[config.mk]
export PLATFORM = sky130hd
export DESIGN_NAME = perif_uart_tx_flat
export DESIGN_NICKNAME = d
export VERILOG_FILES = /design/src/rtl/perif_pkg.sv /design/src/rtl/perif_uart_tx_if.sv /design/src/rtl/perif_fifo.sv /design/src/rtl/perif_uart_tx.sv /design/src/flat_wrapper.sv
export SDC_FILE = /design/constraint.sdc
export NUM_CORES = 1
export LEC_CHECK = 0
export CORE_MARGIN = 5
export CORE_UTILIZATION = 63
export DETAILED_ROUTE_END_ITERATION = 12
export DONT_BUFFER_PORTS = 1
export GPL_TIMING_DRIVEN = 0
export HOLD_SLACK_MARGIN = 0.03
export PLACE_DENSITY = 0.85
export SYNTH_ARGS = -nofsm -noshare
export SYNTH_HDL_FRONTEND = slang
export SYNTH_SLANG_ARGS = --single-unit
[constraint.sdc]
create_clock -name clock -period 4.4 [get_ports clock]
set_clock_uncertainty 0.15 [all_clocks]
set_input_delay 1.1 -clock clock [delete_from_list [all_inputs] [get_ports clock]]
set_output_delay 1.1 -clock clock [all_outputs]
set_load 0.03 [all_outputs]
[src/rtl/perif_pkg.sv]
// Shared definitions for the peripheral-region UART transmitter:
// register offsets, STATUS bit positions and the TX state encoding.
package perif_pkg;

    localparam logic [7:0] PERIF_TXDATA = 8'h00;
    localparam logic [7:0] PERIF_STATUS = 8'h08;
    localparam logic [7:0] PERIF_DIV    = 8'h10;

    localparam int STATUS_FULL      = 0;
    localparam int STATUS_EMPTY     = 1;
    localparam int STATUS_BUSY      = 2;
    localparam int STATUS_OVERFLOW  = 3;
    localparam int STATUS_COUNT_LSB = 4;
    localparam int STATUS_IRQ_EN    = 8;

    typedef enum logic [1:0] {
        IDLE  = 2'd0,
        START = 2'd1,
        DATA  = 2'd2,
        STOP  = 2'd3
    } tx_state_e;

endpackage

[src/rtl/perif_uart_tx_if.sv]
// Memory-bus slice seen by the UART peripheral: select, write strobe,
// byte offset, write data and combinational read data.
interface perif_uart_tx_if;
    logic        cs;
    logic        write_en;
    logic [7:0]  address;
    logic [63:0] data_in;
    logic [63:0] data_out;

    modport master (output cs, output write_en, output address, output data_in, input data_out);
    modport slave  (input cs, input write_en, input address, input data_in, output data_out);
endinterface

[src/rtl/perif_fifo.sv]
// Synchronous circular-buffer FIFO with explicit occupancy count.
// A push into a full FIFO only lands when a pop happens in the same cycle.
module perif_fifo #(
    parameter int DEPTH = 4,
    parameter int WIDTH = 8,
    parameter int PTR_W = $clog2(DEPTH),
    parameter int CNT_W = $clog2(DEPTH) + 1
) (
    input  logic             clock,
    input  logic             reset,
    input  logic             push,
    input  logic             pop,
    input  logic [WIDTH-1:0] wr_data,
    output logic [WIDTH-1:0] rd_data,
    output logic             full,
    output logic             empty,
    output logic [CNT_W-1:0] count
);

    localparam logic [PTR_W-1:0] PTR_ONE  = PTR_W'(1);
    localparam logic [CNT_W-1:0] CNT_ONE  = CNT_W'(1);
    localparam logic [CNT_W-1:0] CNT_FULL = CNT_W'(DEPTH);

    logic [WIDTH-1:0] mem_r [DEPTH];
    logic [PTR_W-1:0] wr_ptr_r;
    logic [PTR_W-1:0] rd_ptr_r;
    logic [CNT_W-1:0] count_r;
    logic             push_ok_s;
    logic             pop_ok_s;

    assign full      = (count_r == CNT_FULL);
    assign empty     = (count_r == {CNT_W{1'b0}});
    assign count     = count_r;
    assign rd_data   = mem_r[rd_ptr_r];
    assign pop_ok_s  = pop & ~empty;
    assign push_ok_s = push & (~full | pop_ok_s);

    // Storage array; no reset needed since count gates every read.
    always_ff @(posedge clock) begin
        if (push_ok_s) begin
            mem_r[wr_ptr_r] <= wr_data;
        end
    end

    // Pointers wrap naturally because DEPTH is a power of two.
    always_ff @(posedge clock) begin
        if (reset) begin
            wr_ptr_r <= {PTR_W{1'b0}};
            rd_ptr_r <= {PTR_W{1'b0}};
            count_r  <= {CNT_W{1'b0}};
        end else begin
            if (push_ok_s) wr_ptr_r <= wr_ptr_r + PTR_ONE;
            if (pop_ok_s)  rd_ptr_r <= rd_ptr_r + PTR_ONE;
            case ({push_ok_s, pop_ok_s})
                2'b10:   count_r <= count_r + CNT_ONE;
                2'b01:   count_r <= count_r - CNT_ONE;
                default: count_r <= count_r;
            endcase
        end
    end

endmodule

[src/rtl/perif_uart_tx.sv]
// Memory-mapped 8N1 UART transmitter: TXDATA/STATUS/DIV registers, TX FIFO
// and serialiser. Optional PERIF_UART_IRQ_EN adds an irq output and STATUS[8] enable.
module perif_uart_tx
    import perif_pkg::*;
#(
    parameter int FIFO_DEPTH  = 4,
    parameter int DEFAULT_DIV = 15,
    parameter int DIV_W       = 16
) (
    input  logic            clock,
    input  logic            reset,
    perif_uart_tx_if.slave  bus,
`ifdef PERIF_UART_IRQ_EN
    output logic            irq,
`endif
    output logic            tx
);

    localparam int CNT_W = $clog2(FIFO_DEPTH) + 1;

    tx_state_e        state_r;
    logic [DIV_W-1:0] div_r;
    logic [DIV_W-1:0] active_div_r;
    logic [DIV_W-1:0] baud_cnt_r;
    logic [2:0]       bit_cnt_r;
    logic [7:0]       shift_r;
    logic             tx_r;
    logic             overflow_r;
    logic             irq_en_s;

    logic             wr_s;
    logic             wr_txdata_s;
    logic             wr_status_s;
    logic             wr_div_s;
    logic             pop_s;
    logic             busy_s;
    logic             bit_done_s;
    logic [7:0]       fifo_head_s;
    logic             fifo_full_s;
    logic             fifo_empty_s;
    logic [CNT_W-1:0] fifo_count_s;
    logic [15:0]      status_s;
    logic [63:0]      rd_data_s;
    logic             unused_data_s;

    assign wr_s        = bus.cs & bus.write_en;
    assign wr_txdata_s = wr_s & (bus.address == PERIF_TXDATA);
    assign wr_status_s = wr_s & (bus.address == PERIF_STATUS);
    assign wr_div_s    = wr_s & (bus.address == PERIF_DIV);
    assign busy_s      = (state_r != IDLE);
    assign pop_s       = (state_r == IDLE) & ~fifo_empty_s;
    assign bit_done_s  = (baud_cnt_r == active_div_r);
    assign tx          = tx_r;
    assign unused_data_s = ^bus.data_in[63:DIV_W];

    perif_fifo #(.DEPTH(FIFO_DEPTH), .WIDTH(8)) u_fifo (
        .clock   (clock),
        .reset   (reset),
        .push    (wr_txdata_s),
        .pop     (pop_s),
        .wr_data (bus.data_in[7:0]),
        .rd_data (fifo_head_s),
        .full    (fifo_full_s),
        .empty   (fifo_empty_s),
        .count   (fifo_count_s)
    );

    // Divisor and sticky overflow; a drop only happens when no pop frees a slot.
    always_ff @(posedge clock) begin
        if (reset) begin
            div_r      <= DIV_W'(DEFAULT_DIV);
            overflow_r <= 1'b0;
        end else begin
            if (wr_txdata_s && fifo_full_s && !pop_s) overflow_r <= 1'b1;
            else if (wr_status_s)                     overflow_r <= 1'b0;
            if (wr_div_s) div_r <= bus.data_in[DIV_W-1:0];
        end
    end

`ifdef PERIF_UART_IRQ_EN
    logic irq_en_r;
    logic irq_r;
    assign irq_en_s = irq_en_r;
    assign irq      = irq_r;

    // Interrupt enable and registered "drained" interrupt.
    always_ff @(posedge clock) begin
        if (reset) begin
            irq_en_r <= 1'b0;
            irq_r    <= 1'b0;
        end else begin
            if (wr_status_s) irq_en_r <= bus.data_in[STATUS_IRQ_EN];
            irq_r <= irq_en_r & fifo_empty_s & ~busy_s;
        end
    end
`else
    assign irq_en_s = 1'b0;
`endif

    // Serialiser: divisor is latched at pop so mid-frame DIV writes wait a frame.
    always_ff @(posedge clock) begin
        if (reset) begin
            state_r      <= IDLE;
            tx_r         <= 1'b1;
            baud_cnt_r   <= {DIV_W{1'b0}};
            bit_cnt_r    <= 3'd0;
            shift_r      <= 8'd0;
            active_div_r <= DIV_W'(DEFAULT_DIV);
        end else begin
            case (state_r)
                IDLE: begin
                    tx_r <= 1'b1;
                    if (pop_s) begin
                        shift_r      <= fifo_head_s;
                        active_div_r <= div_r;
                        baud_cnt_r   <= {DIV_W{1'b0}};
                        bit_cnt_r    <= 3'd0;
                        tx_r         <= 1'b0;
                        state_r      <= START;
                    end
                end
                START: begin
                    if (bit_done_s) begin
                        baud_cnt_r <= {DIV_W{1'b0}};
                        tx_r       <= shift_r[0];
                        state_r    <= DATA;
                    end else begin
                        baud_cnt_r <= baud_cnt_r + {{(DIV_W-1){1'b0}}, 1'b1};
                    end
                end
                DATA: begin
                    if (bit_done_s) begin
                        baud_cnt_r <= {DIV_W{1'b0}};
                        if (bit_cnt_r == 3'd7) begin
                            tx_r    <= 1'b1;
                            state_r <= STOP;
                        end else begin
                            bit_cnt_r <= bit_cnt_r + 3'd1;
                            shift_r   <= {1'b0, shift_r[7:1]};
                            tx_r      <= shift_r[1];
                        end
                    end else begin
                        baud_cnt_r <= baud_cnt_r + {{(DIV_W-1){1'b0}}, 1'b1};
                    end
                end
                STOP: begin
                    tx_r <= 1'b1;
                    if (bit_done_s) begin
                        baud_cnt_r <= {DIV_W{1'b0}};
                        state_r    <= IDLE;
                    end else begin
                        baud_cnt_r <= baud_cnt_r + {{(DIV_W-1){1'b0}}, 1'b1};
                    end
                end
                default: begin
                    tx_r    <= 1'b1;
                    state_r <= IDLE;
                end
            endcase
        end
    end

    // STATUS word assembly.
    always_comb begin
        status_s                     = 16'd0;
        status_s[STATUS_FULL]        = fifo_full_s;
        status_s[STATUS_EMPTY]       = fifo_empty_s;
        status_s[STATUS_BUSY]        = busy_s;
        status_s[STATUS_OVERFLOW]    = overflow_r;
        status_s[STATUS_COUNT_LSB+:4] = 4'(fifo_count_s);
        status_s[STATUS_IRQ_EN]      = irq_en_s;
    end

    // Combinational read mux; zero whenever the peripheral is not being read.
    always_comb begin
        rd_data_s = 64'd0;
        if (bus.cs && !bus.write_en) begin
            case (bus.address)
                PERIF_STATUS: rd_data_s = {48'd0, status_s};
                PERIF_DIV:    rd_data_s = 64'(div_r);
                default:      rd_data_s = 64'd0;
            endcase
        end else begin
            rd_data_s = 64'd0;
        end
    end

    assign bus.data_out = rd_data_s;

endmodule

[src/flat_wrapper.sv]
// flat-port wrapper written by rule: the top's interface ports become plain ports
module perif_uart_tx_flat import perif_pkg::*;
#(
    parameter int FIFO_DEPTH  = 4,
    parameter int DEFAULT_DIV = 15,
    parameter int DIV_W       = 16
)
  (clock, reset, tx, bus_cs, bus_write_en, bus_address, bus_data_in, bus_data_out);
  perif_uart_tx_if bus_i ();
  input  logic clock;
  input  logic reset;
  output logic tx;
  input wire logic [$bits(bus_i.cs)-1:0] bus_cs;
  input wire logic [$bits(bus_i.write_en)-1:0] bus_write_en;
  input wire logic [$bits(bus_i.address)-1:0] bus_address;
  input wire logic [$bits(bus_i.data_in)-1:0] bus_data_in;
  output wire logic [$bits(bus_i.data_out)-1:0] bus_data_out;
  assign bus_i.cs = bus_cs;
  assign bus_i.write_en = bus_write_en;
  assign bus_i.address = bus_address;
  assign bus_i.data_in = bus_data_in;
  assign bus_data_out = bus_i.data_out;
  perif_uart_tx #(.FIFO_DEPTH(FIFO_DEPTH), .DEFAULT_DIV(DEFAULT_DIV), .DIV_W(DIV_W)) u_core (.clock(clock), .reset(reset), .bus(bus_i), .tx(tx));
endmodule
==> results by group <==
Run status
  – Status: finished clean

Worst setup path
  – Startpoint types: primary input
  – Crit path DAT: 3030 ps
  – FF-to-FF End: u_core.u_fifo.count[2]
  – Crit-path max cell delay: 540 ps
  – Flop-to-flop setup slack: 1230 ps
  – CP Cell Sequence: or4_4 -> or3_4 -> nor3b_2 -> a22oi_1 -> nor2_1
  – Crit Path Class: primary input to output port
  – CP max FO: 7
  – Critical R2R Launch: u_core.state_r[0]
  – Worst path required time: 3150 ps
  – Crit end category: output port
  – Worst path slowest cell: or4_4
  – R2R depth: 12

CTS
  – CTS Hold Bufs: 0
  – Htree depth: 3
  – Total CTS buffers: 9
  – # resized after CTS: 0
  – Worst-Skew Late Latency: 380 ps
  – CTS tree: built
  – Clock transition at path regs: 110 ps
  – Clk sinks: 104
  – Setup bufs post-CTS: 0
  – Root Buffer: clkbuf_8
  – Clk buf depth: 2

Floorplan
  – Initial Util: 63.9%
  – Die Span Y: 101 µm
  – Die W: 101 µm
  – Core box area: 8090 µm²
  – Ports: 141
  – Row cnt: 33
  – DIE AREA: 10100 µm²

Timing
  – Fin crit period: 4280 ps
  – Worst Tran Pin Value: 643 ps
  – RSZ-0062 raised after global routing: false
  – Period utilization: 97.3%
  – FMAX: 234 MHz
  – Fin. Hold Viols: 0
  – Worst hold margin: 321 ps
  – Slew Limit Fails: 0
  – Total negative slack: 0 ps
  – Final Setup Violations: 0
  – Worst rel slew slack: 57.1%

Global route
  – Total gr overflow: 0
  – First-pass GRT wire length: 18600 µm
  – Number of global-route vias before repair: 3898
  – Initial antenna violation count: 0
  – Largest net degree at the start of global routing: 21
  – GR Util All Layers: 23.2%

Drt
  – Routed WL: 11400 µm
  – Initial DRT Pass Iterations: 5
  – Post-route DRC: 0
  – Post-route ant nets: 0
  – Via Count: 3996
  – Vias per Instance: 5.61
  – WL per Instance: 16.0 µm
  – Initial drt markers: 332

Hold path
  – Hold EP: u_core.shift_r[3]
  – Min-delay src: u_core.shift_r[3]
  – Min-Delay Path Depth: 2
  – Hold crit path type: register to register

Layout
  – Commonest non-fill, non-tap cell in the layout: nand2_1
  – Fin util: 70.5%
  – Multi-input gate area: 2440 µm²
  – Final nets: 691
  – Area growth syn-to-layout: 10.4%
  – Ant. Diodes: 0
  – # fillers: 566
  – Commonest cells after routing, fill and taps aside: nand2_1 (95), dfxtp_1 (72), buf_4 (49)
  – Layout cells sized above 1: 14.3%
  – Sequential cell area: 2400 µm²

Synth
  – Post-Syn Instances: 544
  – Yosys cell types: 48
  – Sequential area share after synthesis: 46.5%
  – Avg Cell Area, Syn: 9.50 µm²
  – Area contributors post-synth: dfxtp_1 (28%), edfxtp_1 (19%), buf_4 (7.1%)
  – Top_reg_cell synth: dfxtp_1
  – Synth Cell Area: 5170 µm²
  – Yosys warns: 0
  – Largest area contributor in the netlist: dfxtp_1
  – Synthesis-stage register bit count: 104
  – Async S/R FF share, synth: 0%
  – Post-synth EDFFs: 32
  – Top cell type's share of synthesized area: 27.9%

Power and ir drop
  – Power Dens Cells: 370 nW/µm²
  – Leak: 2.16 nW
  – Peak VDD IR: 0.000306 V

Placed design
  – Dpl hpwl: 8400 µm
  – Port Buffer Count: 0
  – Placer Congestion: 0.924

Run
  – Max cap viols: 0
-- cells in the mapped netlist (all sizes together), types with 2 or more instances --
| cell type | count |
|---|---|
| nand2 | 95 |
| mux2i | 12 |
| edfxtp | 32 |
| buf | 49 |
| xor2 | 22 |
| nor4b | 2 |
| clkbuf | 23 |
| o22ai | 2 |
| a22oi | 8 |
| mux4 | 8 |
| o2111ai | 2 |
| a21oi | 30 |
| xnor2 | 3 |
| or2 | 2 |
| nand4 | 5 |
| o211ai | 11 |
| nand2b | 11 |
| and2 | 14 |
| nand3 | 25 |
| nor4 | 9 |
| or3 | 5 |
| nor3 | 6 |
| nor2 | 28 |
| inv | 17 |
| or4 | 2 |
| o21ai | 13 |
| nand3b | 2 |
| nor3b | 3 |
| dfxtp | 72 |
| ha | 12 |
| a211oi | 3 |
| and3 | 2 |
| a31oi | 6 |
-- cell families after synthesis --
kind of cell               Yosys count  share of synthesized area (%)
AOI/OAI and AO/OA                   79                           9.59
xor gates and xnor gates            25                           4.24
buffers and inverters               89                           10.0
adders and majority gates           13                           3.29
other                                1                         0.0726
DFF                                104                           46.5
muxes                               20                           5.81
and+or+nand+nor                    213                           20.5
-- cell type report --
class,count,area share (%)
multi-input combinational,398,42.7
clock inverter,7,1.62
clock buffer,9,2.17
buffer,72,7.96
inverter,17,1.12
sequential,104,42.1
tap,105,2.30
-- metrics by stage --
stage / setup slack (ps) / cells / area (µm²) / power, mW
2_1_floorplan: 227 / 591 / 5350 / 1.40
3_3_place_gp: 84.1 / 696 / 5480 / 1.46
3_5_place_dp: 41.9 / 696 / 5480 / 1.48
4_1_cts: 40.1 / 712 / 5690 / 2.10
5_1_grt: 11.6 / 712 / 5710 / 2.20
6_report: 121 / 712 / 5710 / 2.11
-- worst max path at each step --
stage                   startpoint                to  slack [ps]
floorplan           bus_address[2]   bus_data_out[0]         230
global placement    bus_address[2]  bus_data_out[15]          80
detailed placement  bus_address[2]   bus_data_out[7]          40
CTS                 bus_address[2]   bus_data_out[7]          40
global route        bus_address[2]   bus_data_out[5]          10
finish              bus_address[2]   bus_data_out[4]         120
-- layer usage --
layer / up-vias / GRT usage (%) / wire length [µm]
met4: 0 / 8.81 / 315
met3: 32 / 5.33 / 1010
li1: 1917 / - / -
met1: 1841 / 29.3 / 4510
met2: 206 / 38.9 / 5530
met5: - / 0 / 0
-- state kept, by name, summed over array words and instances, names as in the netlist, named ones only --
signal / flops
u_core.u_fifo.wr_ptr_r: 2
u_core.div_r: 16
u_core.u_fifo.rd_ptr_r: 2
u_core.u_fifo.count: 3
u_core.state_r: 2
u_core.overflow_r: 1
u_core.tx: 1
u_core.bit_cnt_r: 3
u_core.u_fifo.mem_r: 32
u_core.active_div_r: 16
u_core.shift_r: 8
u_core.baud_cnt_r: 16
-- worst max-delay path, delay by kind of cell --
family	cells	cell delay, ps
simple gates	4	1790
compound gates	1	140
-- report_power, final --
| group | switching [mW] | internal (mW) | leakage [nW] | total (mW) |
|---|---|---|---|---|
| logic | 0.270 | 0.143 | 1.18 | 0.413 |
| registers | 0.0358 | 1.02 | 0.868 | 1.06 |
| clock network | 0.361 | 0.278 | 0.109 | 0.639 |
| total | 0.667 | 1.44 | 2.16 | 2.11 |
(Power assumes the default switching activity.)
==> patch 1: new RTL, same flow settings <==
`FIFO_DEPTH` is set to 4 in 2 places; all go to 8.
--- a/src/rtl/perif_uart_tx.sv
+++ b/src/rtl/perif_uart_tx.sv
@@ -3,7 +3,7 @@
 module perif_uart_tx
     import perif_pkg::*;
 #(
-    parameter int FIFO_DEPTH  = 4,
+    parameter int FIFO_DEPTH  = 8,
     parameter int DEFAULT_DIV = 15,
     parameter int DIV_W       = 16
 ) (
--- a/src/flat_wrapper.sv
+++ b/src/flat_wrapper.sv
@@ -1,7 +1,7 @@
 // flat-port wrapper written by rule: the top's interface ports become plain ports
 module perif_uart_tx_flat import perif_pkg::*;
 #(
-    parameter int FIFO_DEPTH  = 4,
+    parameter int FIFO_DEPTH  = 8,
     parameter int DEFAULT_DIV = 15,
     parameter int DIV_W       = 16
 )
Check against the original RTL: not equivalent (a bounded check fails within 10 cycles, from zero or initial values and one cycle with reset high).
==> patch 1 against the unedited design <==
- final area increased by 33%
- combinational power grew to 2.6 times the old value
- setup slack gained 0.29 ns
- fmax increased by 7.4%
- power up 92%
- die area rose by 25%
- synthesized area grew 28%
- synthesized cell count grew 12%
- sequential cell count is 36 higher
- routed wire length is 39% higher
- critical endpoint is now bus_data_out[14]
- largest power group unchanged
==> patch 1: results (changes against the unedited design) <==
yosys:
  synth_area_leaders: "edfxtp_1 29%, dfxtp_1 23%, buf_4 5.5%, mux4_2 5.5%, nand2_1 4.6%"  # was dfxtp_1 28%, edfxtp_1 19%, buf_4 7.1%, nand2_1 6.9%, xor2_1 3.7%
  netlist_instances: 608  # was 544
  synthTopCellsByCount: "81 x nand2_1, 76 x dfxtp_1, 64 x edfxtp_1"  # was 95 x nand2_1, 72 x dfxtp_1, 49 x buf_4
  synth-edff-count: 64  # was 32
  ys_types: 50  # was 48
clock_network:
  clock_latency_ns: 0.53  # was 0.38 ns
  h-tree-depth: 4  # was 3
  cts_buffers: 17  # was 9
  path_clk_slew_ns: 0.06  # was 0.11 ns
critical_path:
  rr_worst_depth: 14  # was 12
  crit-reg2reg-capture: "u_core.u_fifo.count[3]$_SDFFE_PP0P_"  # was u_core.u_fifo.count[2]$_SDFFE_PP0P_
  setup.worst_path.end: "bus_data_out[14]"  # was bus_data_out[4]
  cpPeakStageDelay_ns: 0.39  # was 0.54 ns
  crit_arrival_ns: 2.74  # was 3.03 ns
  crit_slowest_cell: "and2_1"  # was or4_4
  reg2reg_setup_slack_ns: 0.61  # was 1.23 ns
  cp_max_fo: 10  # was 7
route:
  dr.pass1.iters: 6  # was 5
  vias: 4797  # was 3996
  wl_per_cell_um: 19.2  # was 16.0 um
  avgViaCountPerCell: 5.81  # was 5.61
  drtIter0Drc: 521  # was 332
placed_design:
  gp_congestion: 0.891  # was 0.924
  place_ws_ns: 0.405  # was 0.0419 ns
  dpl_cell_area_um2: 6950  # was 5480 um^2
  placed_cells: 792  # was 696
  portBuffers: 0  # unchanged
  dp_hpwl_um: 10200  # was 8400 um
layout:
  largest_register: "u_core.u_fifo.mem_r"  # unchanged
  drive_above_1_share_pct: 18.3  # was 14.3%
  largest_reg_flops: 64  # was 32
  fin_nets: 765  # was 691
  fillers: 656  # was 566
global_routing:
  grt_pass1_wl_um: 25200  # was 18600 um
  grt_max_degree: 17  # was 21
  grt_util_met1_pct: 30.6  # was 29.3%
  track_usage_pct: 25.6  # was 23.2%
  grtUsageMet2_pct: 44.8  # was 38.9%
  grt_use_met3_pct: 7.65  # was 5.33%
pwr:
  peakVddDrop_mv: 0.407  # was 0.306 mV
  pg_comb_mw: 1.06  # was 0.413 mW
  pwr-share-comb_pct: 26.3  # was 19.6%
  p_leak_nw: 2.92  # was 2.16 nW
  p_clk_mw: 1.43  # was 0.639 mW
  switchingPower_mw: 1.35  # was 0.667 mW
sta:
  fin_crit_ns: 3.99  # was 4.28 ns
  worst_slew_pin_slew_ns: 1.38  # was 0.643 ns
  whs_ns: 0.324  # was 0.321 ns
worst_hold_path:
  hold_path_startpoint: "u_core.div_r[11]$_SDFFE_PP0P_"  # was u_core.shift_r[3]$_SDFFE_PP0P_
  min_to: "u_core.div_r[11]$_SDFFE_PP0P_"  # was u_core.shift_r[3]$_SDFFE_PP0P_
  hold_depth: 2  # unchanged
run_status:
  outcome: "finished, final reports clean"  # unchanged
patch 1: cell types whose count changed after synthesis, sizes merged, moves of 10 or more:
cell / before / now
nand2: 95 / 81
nand3b: 2 / 12
nor2: 28 / 44
a21oi: 30 / 44
nand3: 25 / 6
o211ai: 11 / 0
edfxtp: 32 / 64
patch 1: layer usage:
| layer | vias up | part of all wire (%) |
|---|---|---|
| met5 | - | 0 |
| met4 | 0 | 1.6 |
| met3 | 29 | 10 |
| met2 | 294 | 51 |
| met1 | 2308 | 38 |
| li1 | 2166 | - |
patch 1: cell type report:
| type | count | area (um^2) | share of cell area (%) |
|---|---|---|---|
| repair buffers | 2 | 15.0 | 0.199 |
| flip-flops and latches | 140 | 3440 | 45.5 |
| well taps | 136 | 170 | 2.25 |
| clock inverters | 15 | 174 | 2.30 |
| clock buffers | 17 | 414 | 5.48 |
| plain buffers | 75 | 470 | 6.22 |
| multi-input cells | 424 | 2810 | 37.2 |
| inverters | 16 | 60.1 | 0.794 |
patch 1: cell families (layout without fill, tap and decap cells):
group / count (synthesis) / after routing / synth area share [%]
and+or+nand+nor: 215 / 215 / 16.5
DFF: 140 / 140 / 52.2
buffers and inverters: 91 / 125 / 8.05
AOI/OAI and AO/OA: 72 / 72 / 6.57
muxes: 39 / 39 / 9.17
xor gates and xnor gates: 37 / 37 / 4.91
adders and majority gates: 13 / 13 / 2.58
other: 1 / 48 / 0.0569
patch 1: worst register-to-register path, stage by stage, from the launching register on:
cell and delay, ns:
dfxtp_1 0.33, inv_1 0.14, ha_1 0.18, clkbuf_1 0.34, inv_1 0.27, nor2_1 0.29
clkbuf_1 0.41, nand2_1 0.17, inv_1 0.13, ha_1 0.24, a21o_1 0.18, a21oi_1 0.28
nor2_1 0.10, mux2i_1 0.25, a31oi_1 0.17
==> patch 2: new RTL, config.mk and constraints unchanged <==
Made on the original files. Encoding of `tx_state_e`: now one-hot (4 bits for 4 states).
--- a/src/rtl/perif_pkg.sv
+++ b/src/rtl/perif_pkg.sv
@@ -13,11 +13,11 @@
     localparam int STATUS_COUNT_LSB = 4;
     localparam int STATUS_IRQ_EN    = 8;
 
-    typedef enum logic [1:0] {
-        IDLE  = 2'd0,
-        START = 2'd1,
-        DATA  = 2'd2,
-        STOP  = 2'd3
+    typedef enum logic [3:0] {
+        IDLE  = 4'b0001,
+        START = 4'b0010,
+        DATA  = 4'b0100,
+        STOP  = 4'b1000
     } tx_state_e;
 
 endpackage
Function: same outputs for any inputs over 4 cycles, from zero or initial values and one cycle with reset high; so few cycles prove little.
==> patch 2 against the unedited design <==
- via count grew 2.4%
- synthesized area grew 1.4%
- cell count shrank 1.3%
- register-to-register slack lost 0.44 ns
- core utilization shrank 0.16 points
- sequential cell count grew 2
- fmax grew 3.1%
- power grew 17%
- setup slack gained 0.13 ns
- final area grew 0.79%
- combinational power grew 82%
- count of clock-buffer cells in the layout is the same
- synthesized cell count shrank 1.7%
- routed wire length grew 1.5%
- largest power group unchanged
==> patch 2: results (changes against the unedited design) <==
yosys:
  ys_types: 55  # was 48
  synth_xor_area_share_pct: 5.35  # was 4.24%
  ys_seq_area_share_pct: 46.6  # was 46.5%
  synthAdderAreaFrac_pct: 2.05  # was 3.29%
  synth_compound_area_share_pct: 11.7  # was 9.59%
  synthTopCellsByCount: "79 x nand2_1, 74 x dfxtp_1, 49 x buf_4"  # was 95 x nand2_1, 72 x dfxtp_1, 49 x buf_4
  muxShareOfSynthArea_pct: 5.78  # was 5.81%
  ys_ff_latch: 106  # was 104
  synth_area_leaders: "dfxtp_1 28%, edfxtp_1 18%, buf_4 7.0%, nand2_1 5.7%, a211oi_1 3.4%"  # was dfxtp_1 28%, edfxtp_1 19%, buf_4 7.1%, nand2_1 6.9%, xor2_1 3.7%
layout:
  drive_above_1_share_pct: 15.6  # was 14.3%
  buffer_area_share_pct: 8.77  # was 7.96%
  stdcell_area_um2: 5750  # was 5710 um^2
  clkCellAreaFrac_pct: 3.26  # was 3.79%
  inverters_excl_clock: 7  # was 17
  multi_input_area_share_pct: 42.8  # was 42.7%
  n_all_buffers: 79  # was 72
  seqCellArea_um2: 2440  # was 2400 um^2
  fillers: 603  # was 566
  multi_input_gates: 390  # was 398
clock_network:
  cts-root-buf: "clkbuf_8"  # unchanged
  clock_latency_ns: 0.38  # about the same
critical_path:
  crit_arrival_ns: 2.90  # was 3.03 ns
  setup.worst_path.end: "bus_data_out[0]"  # was bus_data_out[4]
  startpoint: "bus_address[1]"  # was bus_address[2]
  cp_max_fo: 8  # was 7
  reg2reg_setup_slack_ns: 0.79  # was 1.23 ns
  rr_worst_depth: 9  # was 12
  crit_slowest_cell: "or4_1"  # was or4_4
  cpPeakStageDelay_ns: 0.49  # was 0.54 ns
route:
  vias: 4090  # was 3996
  drtIter0Drc: 320  # was 332
  wl_per_cell_um: 16.4  # was 16.0 um
global_routing:
  track_usage_pct: 23.0  # was 23.2%
  grt_max_degree: 21  # unchanged
  grt_pass1_vias: 3861  # was 3898
  grt_pass1_wl_um: 18700  # was 18600 um
run_status:
  outcome: "finished, final reports clean"  # unchanged
pwr:
  peakVddDrop_mv: 0.319  # was 0.306 mV
  seq_power_share_pct: 45.5  # was 50.1%
  p_seq_mw: 1.12  # was 1.06 mW
  switchingPower_mw: 0.917  # was 0.667 mW
  p_clk_share_pct: 23.9  # was 30.3%
sta:
  worst_slew_pin_slew_ns: 0.713  # was 0.643 ns
  fmax_mhz: 241  # was 234 MHz
placed_design:
  dpl_cell_area_um2: 5550  # was 5480 um^2
worst_hold_path:
  hold_path_startpoint: "u_core.div_r[11]$_SDFFE_PP0P_"  # was u_core.shift_r[3]$_SDFFE_PP0P_
  min_to: "u_core.active_div_r[11]$_SDFFE_PP0P_"  # was u_core.shift_r[3]$_SDFFE_PP0P_
patch 2: cell count changes in the layout (fill, tap and decap cells not counted), sizes merged, moves of 4 or more:
| cell | unedited run | this run |
|---|---|---|
| a31oi | 6 | 2 |
| ha | 12 | 7 |
| and4 | 1 | 5 |
| nand2 | 95 | 79 |
| nor2 | 28 | 35 |
| xnor2 | 3 | 13 |
| a211oi | 3 | 24 |
| o211ai | 11 | 6 |
| nand2b | 11 | 3 |
| a2111oi | 0 | 4 |
| o21ai | 13 | 6 |
| inv | 20 | 11 |
| buf | 49 | 58 |
| nand3 | 25 | 19 |
patch 2: through the flow:
step	instances	hold WS, ns
global placement	687	0.305
finish	703	0.322
global route	703	0.350
detailed placement	687	0.305
floorplan	582	0.290
CTS	703	0.321
patch 2: layer usage:
metal / wire [um] / track usage, %
met1: 4590 / 29.6
met2: 5590 / 38.0
met3: 1160 / 5.30
met4: 190 / 8.08
met5: 0 / 0
